--- config.mk ---
export PLATFORM = sky130hd
export DESIGN_NAME = signal_phase_ctrl_flat
export DESIGN_NICKNAME = d
export VERILOG_FILES = /design/src/rtl/signal_phase_ctrl_pkg.sv /design/src/rtl/signal_phase_ctrl_if.sv /design/src/rtl/signal_phase_ctrl_tick_gen.sv /design/src/rtl/signal_phase_ctrl.sv /design/src/flat_wrapper.sv
export SDC_FILE = /design/constraint.sdc
export NUM_CORES = 1
export LEC_CHECK = 0
export ABC_AREA = 1
export CORE_AREA = 3 3 61 91
export CTS_CLUSTER_DIAMETER = 40
export DETAILED_ROUTE_END_ITERATION = 6
export DIE_AREA = 0 0 64 94
export GPL_TIMING_DRIVEN = 0
export PLACE_DENSITY = 0.68
export SLEW_MARGIN = 40
export SYNTH_ARGS = -nofsm -noshare
export SYNTH_HDL_FRONTEND = slang
export SYNTH_SLANG_ARGS = --single-unit
--- constraint.sdc ---
create_clock -name clk -period 2.7 [get_ports clk]
set_input_delay 0.27 -clock clk [delete_from_list [all_inputs] [get_ports clk]]
set_output_delay 0.27 -clock clk [all_outputs]
set_load 0.03 [all_outputs]
--- src/rtl/signal_phase_ctrl_pkg.sv ---
// signal_pkg: shared types and helpers for the traffic-signal phase controller.
//   light_e   : 2-bit lamp code per approach (RED=00, YELLOW=01, GREEN=10)
//   phase_e   : controller phase (all-red clearance, green, yellow)
//   lamp_pack : lamp code of approach `idx` given the phase and the active approach
package signal_pkg;

   typedef enum logic [1:0] {
      RED    = 2'b00,
      YELLOW = 2'b01,
      GREEN  = 2'b10
   } light_e;

   typedef enum logic [1:0] {
      PH_ALL_RED = 2'd0,
      PH_GREEN   = 2'd1,
      PH_YELLOW  = 2'd2
   } phase_e;

   // Only the active approach may show a non-RED lamp; everything else is RED.
   // The caller packs the per-approach results into the lights vector.
   function automatic light_e lamp_pack(phase_e ph, int unsigned dir, int unsigned idx);
      light_e l;
      l = RED;
      if (dir == idx) begin
         case (ph)
            PH_GREEN:  l = GREEN;
            PH_YELLOW: l = YELLOW;
            default:   l = RED;
         endcase
      end
      return l;
   endfunction

endpackage

--- src/rtl/signal_phase_ctrl_if.sv ---
// signal_phase_ctrl_if: bundle between the phase controller and its users.
//   busy        : per-approach high-traffic flag (from image processing)
//   emg_req     : level emergency all-red request
//   lights      : packed lamp codes, approach i at [2i+1:2i]
//   active_dir  : approach owning (or last owning) green
//   left_time   : seconds remaining in the current phase
//   long_green  : current/last green used the long duration
//   phase_valid : one-cycle pulse on the first cycle of a new phase
//   emg_active  : all-red being held for an emergency
//   tick_sec    : one-cycle pulse per second
// master = the surrounding system, slave = the controller.
interface signal_phase_ctrl_if #(
   parameter int N_DIR  = 2,
   parameter int TIME_W = 5
);
   localparam int DIR_W = (N_DIR > 1) ? $clog2(N_DIR) : 1;

   logic [N_DIR-1:0]   busy;
   logic               emg_req;
   logic [2*N_DIR-1:0] lights;
   logic [DIR_W-1:0]   active_dir;
   logic [TIME_W-1:0]  left_time;
   logic               long_green;
   logic               phase_valid;
   logic               emg_active;
   logic               tick_sec;

   modport master (
      output busy, emg_req,
      input  lights, active_dir, left_time, long_green, phase_valid, emg_active, tick_sec
   );

   modport slave (
      input  busy, emg_req,
      output lights, active_dir, left_time, long_green, phase_valid, emg_active, tick_sec
   );
endinterface

--- src/rtl/signal_phase_ctrl_tick_gen.sv ---
// tick_gen: free-running divider producing a registered one-cycle pulse every
// TICK_DIV clock cycles. The first pulse is visible TICK_DIV cycles after
// reset release.
//   clk    : system clock
//   reset  : asynchronous, active-high reset (count cleared, no pulse)
//   tick_o : one-cycle pulse per period
module tick_gen #(
   parameter int TICK_DIV = 100_000_000
) (
   input  logic clk,
   input  logic reset,
   output logic tick_o
);
   localparam int CNT_W = (TICK_DIV > 1) ? $clog2(TICK_DIV) : 1;
   localparam logic [CNT_W-1:0] LAST    = CNT_W'(TICK_DIV - 1);
   localparam logic [CNT_W-1:0] CNT_ONE = CNT_W'(1);

   logic [CNT_W-1:0] cnt_q, cnt_d;
   logic             tick_q, tick_d;

   always_comb begin
      cnt_d  = cnt_q + CNT_ONE;
      tick_d = 1'b0;
      if (cnt_q == LAST) begin
         cnt_d  = '0;
         tick_d = 1'b1;
      end
   end

   always_ff @(posedge clk or posedge reset) begin
      if (reset) begin
         cnt_q  <= '0;
         tick_q <= 1'b0;
      end else begin
         cnt_q  <= cnt_d;
         tick_q <= tick_d;
      end
   end

   assign tick_o = tick_q;
endmodule

--- src/rtl/signal_phase_ctrl.sv ---
// signal_phase_ctrl: N-approach round-robin traffic-signal controller.
// Phase sequence ALL_RED -> GREEN -> YELLOW -> ALL_RED, each counted down in
// seconds from the 1 Hz tick. Green length is chosen per approach from its busy
// flag at green entry. An emergency request cuts green short into yellow and
// holds all-red until it drops.
//   clk, reset : system clock, asynchronous active-high reset
//   bus        : slave side of signal_phase_ctrl_if (busy/emg_req in,
//                lights/active_dir/left_time/long_green/phase_valid/
//                emg_active/tick_sec out)
// N_DIR >= 2, TICK_DIV >= 2, all durations >= 1; durations are truncated to
// TIME_W bits.
module signal_phase_ctrl #(
   parameter int N_DIR         = 2,
   parameter int TICK_DIV      = 100_000_000,
   parameter int TIME_W        = 5,
   parameter int T_GREEN_LONG  = 31,
   parameter int T_GREEN_SHORT = 22,
   parameter int T_YELLOW      = 3,
   parameter int T_ALL_RED     = 1
) (
   input  logic              clk,
   input  logic              reset,
   signal_phase_ctrl_if.slave bus
);
   import signal_pkg::*;

   localparam int DIR_W = (N_DIR > 1) ? $clog2(N_DIR) : 1;
   localparam logic [DIR_W-1:0]  LAST_DIR = DIR_W'(N_DIR - 1);
   localparam logic [DIR_W-1:0]  DIR_ONE  = DIR_W'(1);
   localparam logic [TIME_W-1:0] T_GL     = TIME_W'(T_GREEN_LONG);
   localparam logic [TIME_W-1:0] T_GS     = TIME_W'(T_GREEN_SHORT);
   localparam logic [TIME_W-1:0] T_Y      = TIME_W'(T_YELLOW);
   localparam logic [TIME_W-1:0] T_AR     = TIME_W'(T_ALL_RED);
   localparam logic [TIME_W-1:0] ONE      = TIME_W'(1);

   logic               tick;
   phase_e             phase_q, phase_d;
   logic [DIR_W-1:0]   dir_q, dir_d, dir_nxt;
   logic [TIME_W-1:0]  left_q, left_d;
   logic               long_q, long_d;
   logic [2*N_DIR-1:0] lights_q, lights_d;
   logic               pv_q;
   logic               emg_q, emg_d;
   logic               expire;

   tick_gen #(.TICK_DIV(TICK_DIV)) u_tick (
      .clk    (clk),
      .reset  (reset),
      .tick_o (tick)
   );

   assign dir_nxt = (dir_q == LAST_DIR) ? '0 : dir_q + DIR_ONE;
   // `<=` rather than `==` so a duration truncated to 0 still leaves the phase
   // instead of wrapping the countdown.
   assign expire  = tick && (left_q <= ONE);

   always_comb begin
      phase_d = phase_q;
      dir_d   = dir_q;
      left_d  = left_q;
      long_d  = long_q;
      case (phase_q)
         PH_GREEN: begin
            // Emergency and natural expiry land in the same place.
            if (bus.emg_req || expire) begin
               phase_d = PH_YELLOW;
               left_d  = T_Y;
            end else if (tick) begin
               left_d = left_q - ONE;
            end
         end
         PH_YELLOW: begin
            // emg_req deliberately ignored: yellow always completes.
            if (expire) begin
               phase_d = PH_ALL_RED;
               left_d  = T_AR;
            end else if (tick) begin
               left_d = left_q - ONE;
            end
         end
         PH_ALL_RED: begin
            if (bus.emg_req) begin
               // Park at 1 so the first tick after release exits.
               left_d = ONE;
            end else if (expire) begin
               phase_d = PH_GREEN;
               dir_d   = dir_nxt;
               long_d  = bus.busy[dir_nxt];
               left_d  = bus.busy[dir_nxt] ? T_GL : T_GS;
            end else if (tick) begin
               left_d = left_q - ONE;
            end
         end
         default: begin
            phase_d = PH_ALL_RED;
            left_d  = T_AR;
         end
      endcase
   end

   assign emg_d = (phase_d == PH_ALL_RED) && bus.emg_req;

   // Lamps are registered from next-state so they change together with phase.
   always_comb begin
      lights_d = '0;
      for (int i = 0; i < N_DIR; i++) begin
         lights_d[2*i +: 2] = lamp_pack(phase_d, 32'(dir_d), i);
      end
   end

   always_ff @(posedge clk or posedge reset) begin
      if (reset) begin
         phase_q  <= PH_ALL_RED;
         dir_q    <= LAST_DIR;
         left_q   <= T_AR;
         long_q   <= 1'b0;
         lights_q <= '0;
         pv_q     <= 1'b0;
         emg_q    <= 1'b0;
      end else begin
         phase_q  <= phase_d;
         dir_q    <= dir_d;
         left_q   <= left_d;
         long_q   <= long_d;
         lights_q <= lights_d;
         pv_q     <= (phase_d != phase_q);
         emg_q    <= emg_d;
      end
   end

   assign bus.lights      = lights_q;
   assign bus.active_dir  = dir_q;
   assign bus.left_time   = left_q;
   assign bus.long_green  = long_q;
   assign bus.phase_valid = pv_q;
   assign bus.emg_active  = emg_q;
   assign bus.tick_sec    = tick;
endmodule
--- src/flat_wrapper.sv ---
// flat-port wrapper written by rule: the top's interface ports become plain ports
module signal_phase_ctrl_flat import signal_pkg::*;
#(
   parameter int N_DIR         = 2,
   parameter int TICK_DIV      = 100_000_000,
   parameter int TIME_W        = 5,
   parameter int T_GREEN_LONG  = 31,
   parameter int T_GREEN_SHORT = 22,
   parameter int T_YELLOW      = 3,
   parameter int T_ALL_RED     = 1
)
  (clk, reset, bus_busy, bus_emg_req, bus_lights, bus_active_dir, bus_left_time, bus_long_green, bus_phase_valid, bus_emg_active, bus_tick_sec);
  signal_phase_ctrl_if #(.N_DIR(N_DIR), .TIME_W(TIME_W)) bus_i ();
  input  logic clk;
  input  logic reset;
  input wire logic [$bits(bus_i.busy)-1:0] bus_busy;
  input wire logic [$bits(bus_i.emg_req)-1:0] bus_emg_req;
  output wire logic [$bits(bus_i.lights)-1:0] bus_lights;
  output wire logic [$bits(bus_i.active_dir)-1:0] bus_active_dir;
  output wire logic [$bits(bus_i.left_time)-1:0] bus_left_time;
  output wire logic [$bits(bus_i.long_green)-1:0] bus_long_green;
  output wire logic [$bits(bus_i.phase_valid)-1:0] bus_phase_valid;
  output wire logic [$bits(bus_i.emg_active)-1:0] bus_emg_active;
  output wire logic [$bits(bus_i.tick_sec)-1:0] bus_tick_sec;
  assign bus_i.busy = bus_busy;
  assign bus_i.emg_req = bus_emg_req;
  assign bus_lights = bus_i.lights;
  assign bus_active_dir = bus_i.active_dir;
  assign bus_left_time = bus_i.left_time;
  assign bus_long_green = bus_i.long_green;
  assign bus_phase_valid = bus_i.phase_valid;
  assign bus_emg_active = bus_i.emg_active;
  assign bus_tick_sec = bus_i.tick_sec;
  signal_phase_ctrl #(.N_DIR(N_DIR), .TICK_DIV(TICK_DIV), .TIME_W(TIME_W), .T_GREEN_LONG(T_GREEN_LONG), .T_GREEN_SHORT(T_GREEN_SHORT), .T_YELLOW(T_YELLOW), .T_ALL_RED(T_ALL_RED)) u_core (.clk(clk), .reset(reset), .bus(bus_i));
endmodule
# Word-level counts from Yosys, hierarchy flattened
# Cells that the tools add are included.
# totals
register_bits	43
in_bits	5
out_inout_bits	14
elab_cells	50
# op_classes
addsub	3
order_cmp	2
n_eq_ne	6
mux	23
bitwise	1
n_reduce_logical	6
# op_table
op	n
$add A27 B1 Y27 const B	1
$eq A27 B27 Y1 const B	1
$mux W27	1
$mux W5	5
$pmux W5 S3	1
$mux W2	6
$mux W1	7
$pmux W2 S3	1
$le A5 B1 Y1 const B	1
$sub A5 B1 Y5 const B	1
$eq A2 B1 Y1 const B	2
$eq A2 B2 Y1 const B	2
$logic_not A2 Y1	2
$mux W4	1
$pmux W2 S2	1
$reduce_and A3 Y1	1
$logic_and A1 B1 Y1	2
$lt A1 B2 Y1 const B	1
$ne A2 B2 Y1	1
$add A1 B1 Y1 const B	1
$logic_or A1 B1 Y1	1
$not A1 Y1	1

# Logic depth before layout (Yosys ltp)
# Gate-level depths: netlist (run 1).
# logic_depth
word_depth	8
mapped_depth	9
ltp_nobuf	9

# Cells and area by module
# Synthesis (run 1) repeated with hierarchy kept, for this count alone.
# unflattened
cells_unflattened	340
hier_area_um2	2548.7
# modules_own_cells
mod	instances	cells_per_inst	area_per_inst_um2	seq_area_each_um2
tick_gen	1	225	1612.8	700.7
signal_phase_ctrl	1	115	935.9	377.9

# Worst setup path after synthesis (run 1)
# Ideal clock, no wire load.
# synth_timing
path_type	register -> register
from	register u_core.left_q[1], in the netlist u_core.bus.left_time[1]
to	register u_core.lights_q[1], in the netlist u_core.bus.lights[1]
setup_ps	72
arrival_time_ps	1543
required_time_ps	2628
slack_ps	1085
stages_incl_launch_ff	10
path_buffers	1
synth_period_minus_slack_ps	1615
path_cell_list	dfrtp_1 -> inv_1 -> ha_1 -> o21bai_1 -> nand2_1 -> buf_2 -> nand3_1 -> nand2_1 -> inv_1 -> nor2_1
# synth_between
elab_chain_cells	8
word_cells_on_any_way	15
cone_classes	order compare: 1; eq/ne: 2; mux: 10; reduce/logical: 2
# synth_rtl
item	line	text
start, declared	signal_phase_ctrl.sv:39	logic [TIME_W-1:0] left_q, left_d;
start signal, assigned	signal_phase_ctrl.sv:123	left_q <= left_d;
$le A5 B1 Y1 *	signal_phase_ctrl.sv:55	assign expire = tick && (left_q <= ONE);
$logic_and A1 B1 Y1 *	signal_phase_ctrl.sv:55	
$mux W2 / $logic_or A1 B1 Y1 (equally long branches)	signal_phase_ctrl.sv:85, signal_phase_ctrl.sv:65	
$mux W2, on equally long branches	signal_phase_ctrl.sv:82, signal_phase_ctrl.sv:65	
$pmux W2 S3 *	signal_phase_ctrl.sv:62	case (phase_q)
net u_core.phase_d[0]	signal_phase_ctrl.sv:37	phase_e phase_q, phase_d;
$eq A2 B2 Y1 / $eq A2 B1 Y1 (equally long branches)	signal_phase_ctrl_pkg.sv:25	case (ph)
$pmux W2 S2 *	signal_phase_ctrl_pkg.sv:25	
$mux W2 *	signal_phase_ctrl_pkg.sv:24	if (dir == idx) begin
net u_core.lights_d[1]	signal_phase_ctrl.sv:41	logic [2*N_DIR-1:0] lights_q, lights_d;
end signal, assigned	signal_phase_ctrl.sv:125	lights_q <= lights_d;
end, declared	signal_phase_ctrl.sv:41	
# Mark *: on every way through the listed nets, which the timed path passes. The rest lies on a longest branch.
# A chain may end at the register's enable or synchronous reset.

# Worst setup path in the final report (run 1)
# layout_timing
from	register u_core.u_tick.cnt_q[0]
to	register u_core.u_tick.cnt_q[0]
# layout_between
elab_chain_cells	2
word_cells_on_any_way	3
cone_classes	add/sub: 1; eq/ne: 1; mux: 1
# layout_rtl
item	line	text
start, declared	signal_phase_ctrl_tick_gen.sv:18	logic [CNT_W-1:0] cnt_q, cnt_d;
start signal, assigned	signal_phase_ctrl_tick_gen.sv:35	cnt_q <= cnt_d;
$add A27 B1 Y27 / $eq A27 B27 Y1 (equally long branches)	signal_phase_ctrl_tick_gen.sv:22, signal_phase_ctrl_tick_gen.sv:24	
$mux W27 *	signal_phase_ctrl_tick_gen.sv:24	if (cnt_q == LAST) begin
net u_core.u_tick.cnt_d[0]	signal_phase_ctrl_tick_gen.sv:18	
# Marks and branches as above.

==> results of run 1 <==
==> layout make-up <==
class | count | share of cell area [%]
buffer | 2 | 0.587
clock buffer | 5 | 2.48
clock inverter | 3 | 1.58
inverter | 40 | 5.60
multi-input combinational | 248 | 41.4
sequential | 43 | 38.9
tap | 66 | 2.98
timing repair buffer | 18 | 6.50
==> cells in the final DEF, fill, tap and decap left out <==
cell type        netlist  final
clkdlybuf4s50_1        0     18
clkinv_2               2      3
nand3_1               23     23
nand4_1                6      6
nor2_1                71     71
bufinv_16              0      1
xor2_1                12     12
inv_1                 35     34
inv_2                  3      3
nand2_1              106    106
inv_4                  0      1
o21a_1                 1      1
nand3_2                1      1
nand2_4                1      1
buf_2                  1      1
ha_1                   3      3
nor3b_1                1      1
buf_6                  1      1
o21bai_1               1      1
a21oi_1                2      2
nor3_1                 3      3
nor2_8                 1      1
o21ai_0                8      8
o22ai_1                1      1
clkinv_4               0      1
dfrtp_1               41     41
clkbuf_8               0      5
nand2_2                1      1
dfstp_2                2      2
nor2_2                 3      3
xnor2_1                3      3
==> worst paths after layout <==
| kind | from | endpoint | depth (start not counted) |
|---|---|---|---|
| hold reg to reg | u_core.bus.long_green | u_core.bus.long_green | 2 |
| hold / removal | reset | u_core.u_tick.cnt_q[4] | 2 |
| setup / recovery | u_core.u_tick.cnt_q[0] | u_core.u_tick.cnt_q[0] | 9 |
| max in group asynchronous | reset | u_core.bus.left_time[0] | 2 |
| setup reg to reg | u_core.u_tick.cnt_q[0] | u_core.u_tick.cnt_q[0] | 9 |
| min in group clk | u_core.bus.long_green | u_core.bus.long_green | 2 |
==> report_power, final <==
part	total [mW]	internal, mW	switching, mW
Combinational	0.0220	0.00604	0.0159
Sequential	0.643	0.643	0
Clock	0.504	0.276	0.228
Total	1.17	0.925	0.244
==> Yosys cell counts, types with 2 or more instances <==
library cell  count
o21ai_0           8
nand4_1           6
xnor2_1           3
dfstp_2           2
a21oi_1           2
ha_1              3
nor3_1            3
nand2_1         106
nand3_1          23
inv_2             3
xor2_1           12
clkinv_2          2
nor2_2            3
inv_1            35
nor2_1           71
dfrtp_1          41
==> kinds of logic after synthesis <==
logic type | after synthesis
xor gates and xnor gates | 15
buffers and inverters | 42
DFF | 43
adders and majority gates | 3
and+or+nand+nor | 217
AOI/OAI and AO/OA | 13
==> state kept, by name, indices dropped and copies added, names as in the netlist <==
signal                  cells
u_core.u_tick.cnt_q        27
u_core.bus.emg_active       1
u_core.bus.phase_valid      1
u_core.bus.lights           4
u_core.phase_q              2
u_core.bus.long_green       1
u_core.u_tick.tick_o        1
u_core.bus.active_dir       1
u_core.bus.left_time        5
==> metal layers <==
layer	wire [um]	track usage, %	vias up
li1	-	-	1075
met5	0	0	-
met4	346	13.5	0
met1	2030	21.1	950
met2	2780	36.2	76
met3	227	2.87	27
==> metrics by stage <==
step	setup slack, ps	area (um2)	power, mW
6_report	800	2770	1.17
5_1_grt	619	2770	1.21
4_1_cts	770	2770	1.18
3_5_place_dp	799	2660	0.679
3_3_place_gp	577	2660	0.678
2_1_floorplan	1080	2390	0.668
==> worst max-delay path, cell delays in order (launching register included) <==
cell	delay [ps]
dfrtp_1	480
ha_1	340
nand3_2	180
clkinv_2	110
nand2_2	90
clkinv_2	100
nand2_4	70
nor2_8	180
buf_6	180
nor2_1	50
==> flow_summary.yaml, run 1 <==
synth:
  synth_fp_nets: 341
  synth-simple-area-share_pct: 37.8
  synth_top_cell_by_area: "dfrtp_1"
  synth_top_area_share_pct: 42.9
  synthXorXnorAreaFrac_pct: 5.49
  synth_mux_area_share_pct: 0
  synth_cells: 333
  ys_seq_elements: 43
  synth_top_family_by_area: "simple AND/OR/NAND/NOR gates"
  synth_edf_count: 0
  ys_types: 26
  avgSynthCellArea_um2: 7.19
  ys_seq_area_share_pct: 45.1
  synth_compound_area_share_pct: 2.98
  synthArstFlopShare_pct: 100
  synthAdderAreaFrac_pct: 1.57
  synth_area_leaders: "dfrtp_1 (43%), nand2_1 (17%), nor2_1 (11%)"
  yosys_warnings: 0
  synth.cell_area_um2: 2390
  synthFlopType: "dfrtp_1"
setup_path:
  critPathCaptureType: "flip-flop"
  worstSetupPathType: "reg2reg"
  worstPathArrival_ps: 2080
  reg2reg_slack_ps: 800
  critical_path_peak_fanout: 10
  critPathRequiredTime_ps: 2880
  startpoint_type: "flip-flop"
die:
  ioPinCount: 19
  die_h_um: 94
  core_um2: 4850
  die_area_um2: 6020
  start_util_pct: 49.4
  die_width_um: 64
  rows: 31
drt:
  via_per_inst: 5.01
  wirelength_um: 5380
  dr.first_iter.drc_count: 73
  drt-pass1-iter-count: 4
  final_antenna_net_count: 0
  drc: 0
  wl_per_cell_um: 12.7
  vias: 2128
place:
  gp_congestion: 0.964
  port_buffers: 18
  place_inst: 417
  hpwlAfterDp_um: 4140
layout:
  fill_cells: 479
  syn_to_final_growth_pct: 15.8
  antenna_cells: 0
  final_nets: 366
  multi_input_area_um2: 1150
  post-route-util_pct: 57.2
  finalNonFillerCells: 425
  drive_gt1_share_pct: 6.96
  regArea_um2: 1080
status:
  status: "finished clean"
clocking:
  cts_buffers: 5
  clock_latency_ps: 290
  clock_sinks: 43
  ctsHoldBuffers: 0
  htreeDepth: 2
  clockBufferDepth: 2
  cts_setup_buffers: 0
  clkTransAtPathRegs_ps: 80
  cts-root-buf: "clkbuf_8"
  post_cts_resized: 0
  tritoncts: "yes"
global_routing:
  grt_antenna_before_repair: 0
  grt_start_max_net_pins: 44
  grt_pass1_vias: 2057
  grt_usage_pct: 20.0
  overflow: 0
  grt_first_pass_wirelength_um: 9280
sta:
  slew_viol_final: 0
  finalCritPeriodShare_pct: 70.4
  fin_setup_tns_ps: 0
  fin_crit_ps: 1900
  finClkSkew_ps: 4.42
  rsz0062_at_grt: "false"
  holdWs_ps: 367
  slew_headroom_pct: 65.7
  hold_viol: 0
  max_freq_mhz: 526
  worstMarginPinSlew_ps: 514
  setup_violations: 0
power_and_ir_drop:
  power_density_nw_per_um2: 422
  leakagePower_nw: 1.34
  vdd_drop_max_uv: 343
flow_run:
  max-cap-violations: 0
hold_path:
  hp-class: "in2async"
Power figures use the tool's default switching activity.
==> run 2, diff against run 1 <==
- PLACE_DENSITY: 0.68 -> 0.71
- clock period: 2.7 -> 1.7 ns (I/O delays scaled with it)
==> run 2 against run 1 <==
Setup slack got worse by 730 ps. Non-clock buffer count is 3 higher. Power rose by 48%. Core utilization grew 0.67 points. Combinational power grew 59%. Largest power group unchanged. Sequential cell count unchanged.
==> flow_summary.yaml, run 2 (synthesis results as in run 1) <==
global_routing:
  grt_start_max_net_pins: 44
  grt_first_pass_wirelength_um: 9100
  overflow: 0
  grt_antenna_before_repair: 0
  grt_pass1_vias: 2072
  grt_usage_pct: 19.9
power_and_ir_drop:
  leakagePower_nw: 1.34
  power_mw: 1.73
  power_density_nw_per_um2: 618
  vdd_drop_max_uv: 359
layout:
  post-route-util_pct: 57.8
  finalNonFillerCells: 428
  final_cell_mix: "nand2_1 (103), nor2_1 (71), dfrtp_1 (40)"
  drive_gt1_share_pct: 9.39
  syn_to_final_growth_pct: 17.1
  final_nets: 369
  antenna_cells: 0
  largest_reg_flops: 27
  final_common_cell: "nand2_1"
  largest_register: "u_core.u_tick.cnt_q"
  fin_area_um2: 2800
sta:
  max_freq_mhz: 614
  rsz0062_at_grt: "false"
  fin_ws_ps: 71.7
  setup_violations: 0
  slew_viol_final: 0
  fin_setup_tns_ps: 0
  finalCritPeriodShare_pct: 95.8
  hold_viol: 0
  slew_headroom_pct: 65.0
  holdWs_ps: 255
  worstMarginPinSlew_ps: 526
  fin_crit_ps: 1630
  finClkSkew_ps: 2.37
place:
  place_ws_ps: -173
  hpwlAfterDp_um: 4060
  port_buffers: 18
  place_area_um2: 2660
  gp_congestion: 0.911
  place_inst: 417
die:
  core_um2: 4850
  die_area_um2: 6020
  start_util_pct: 49.4
  rows: 31
  die_h_um: 94
  ioPinCount: 19
  die_width_um: 64
clocking:
  cts_buffers: 5
  tritoncts: "yes"
  cts-root-buf: "clkbuf_8"
  clkTransAtPathRegs_ps: 90
  htreeDepth: 2
  clock_sinks: 43
  clock_latency_ps: 300
  clockBufferDepth: 2
setup_path:
  critical_path_peak_fanout: 7
  r2r_cells: 9
  crit_buf_inv: 1
  critPathRequiredTime_ps: 1530
  worstPathArrival_ps: 1460
  crit_chain: "clkdlybuf4s50_1"
  startpoint_type: "flip-flop"
  critPathCaptureType: "primary output"
  reg2reg_slack_ps: 110
  critPathTopFamily: "buffers and inverters"
  worstSetupPathType: "reg2out"
  cp_slowest_stage_delay_ps: 710
  crit_slowest_cell: "clkdlybuf4s50_1"
  reg2reg_from: "u_core.u_tick.cnt_q[1]"
  reg2reg_to: "u_core.u_tick.cnt_q[20]"
drt:
  wl_per_cell_um: 12.5
  vias: 2082
  final_antenna_net_count: 0
  drt-pass1-iter-count: 4
  wirelength_um: 5370
  drc: 0
  via_per_inst: 4.86
  dr.first_iter.drc_count: 97
flow_run:
  max-cap-violations: 0
status:
  status: "finished clean"
hold_path:
  hp-class: "in2async"
## run 2: cell types whose count changed in the layout (fill, tap and decap cells not counted), moves of 2 or more
cell | previous run | this run
dlygate4sd2_1 | 0 | 2
clkdlybuf4s50_1 | 18 | 16
clkinvlp_4 | 0 | 2
nand2_2 | 1 | 4
nand2_1 | 106 | 103
buf_4 | 0 | 4
## run 2: worst max path at each step
stage                                  startpoint                      end  slack [ps]  depth (start not counted)
after floorplan           u_core.bus.left_time[1]     u_core.bus.lights[1]          80                          9
after global placement                      reset  u_core.u_tick.cnt_q[25]        -320                          2
after detailed placement   u_core.u_tick.cnt_q[0]  u_core.u_tick.cnt_q[20]        -170                          9
after CTS                  u_core.u_tick.cnt_q[0]  u_core.u_tick.cnt_q[20]           5                          9
after global routing       u_core.u_tick.cnt_q[8]  u_core.u_tick.cnt_q[25]           8                          7
final                        u_core.u_tick.tick_o             bus_tick_sec          70                          1
## run 2: repair_timing
item	in CTS	in global routing
setup buffers	0	3
cloned	0	0
hold buffers	0	0
pin swaps	0	2
endpoints found under the setup margin	18	18
gates resized for setup	5	7
## run 2: cell type report
class                   instances  area [um2]
repair buffers                 21         200
inverters                      40         155
fillers                       472        2040
well taps                      66        82.6
multi-input cells             248        1170
flip-flops and latches         43        1080
clock buffers                   5        68.8
plain buffers                   2        22.5
clock inverters                 3        23.8
## run 2: power breakdown
part	total (mW)	internal (mW)	switching (mW)
registers	1.02	1.02	0
clock network	0.675	0.294	0.381
logic	0.0350	0.00960	0.0255
## run 2: metal layers
metal  routed length (um)  GRT usage (%)
met5                    0              0
met4                  334           15.7
met3                  175           2.51
met2                 2700           35.5
met1                 2160           20.6
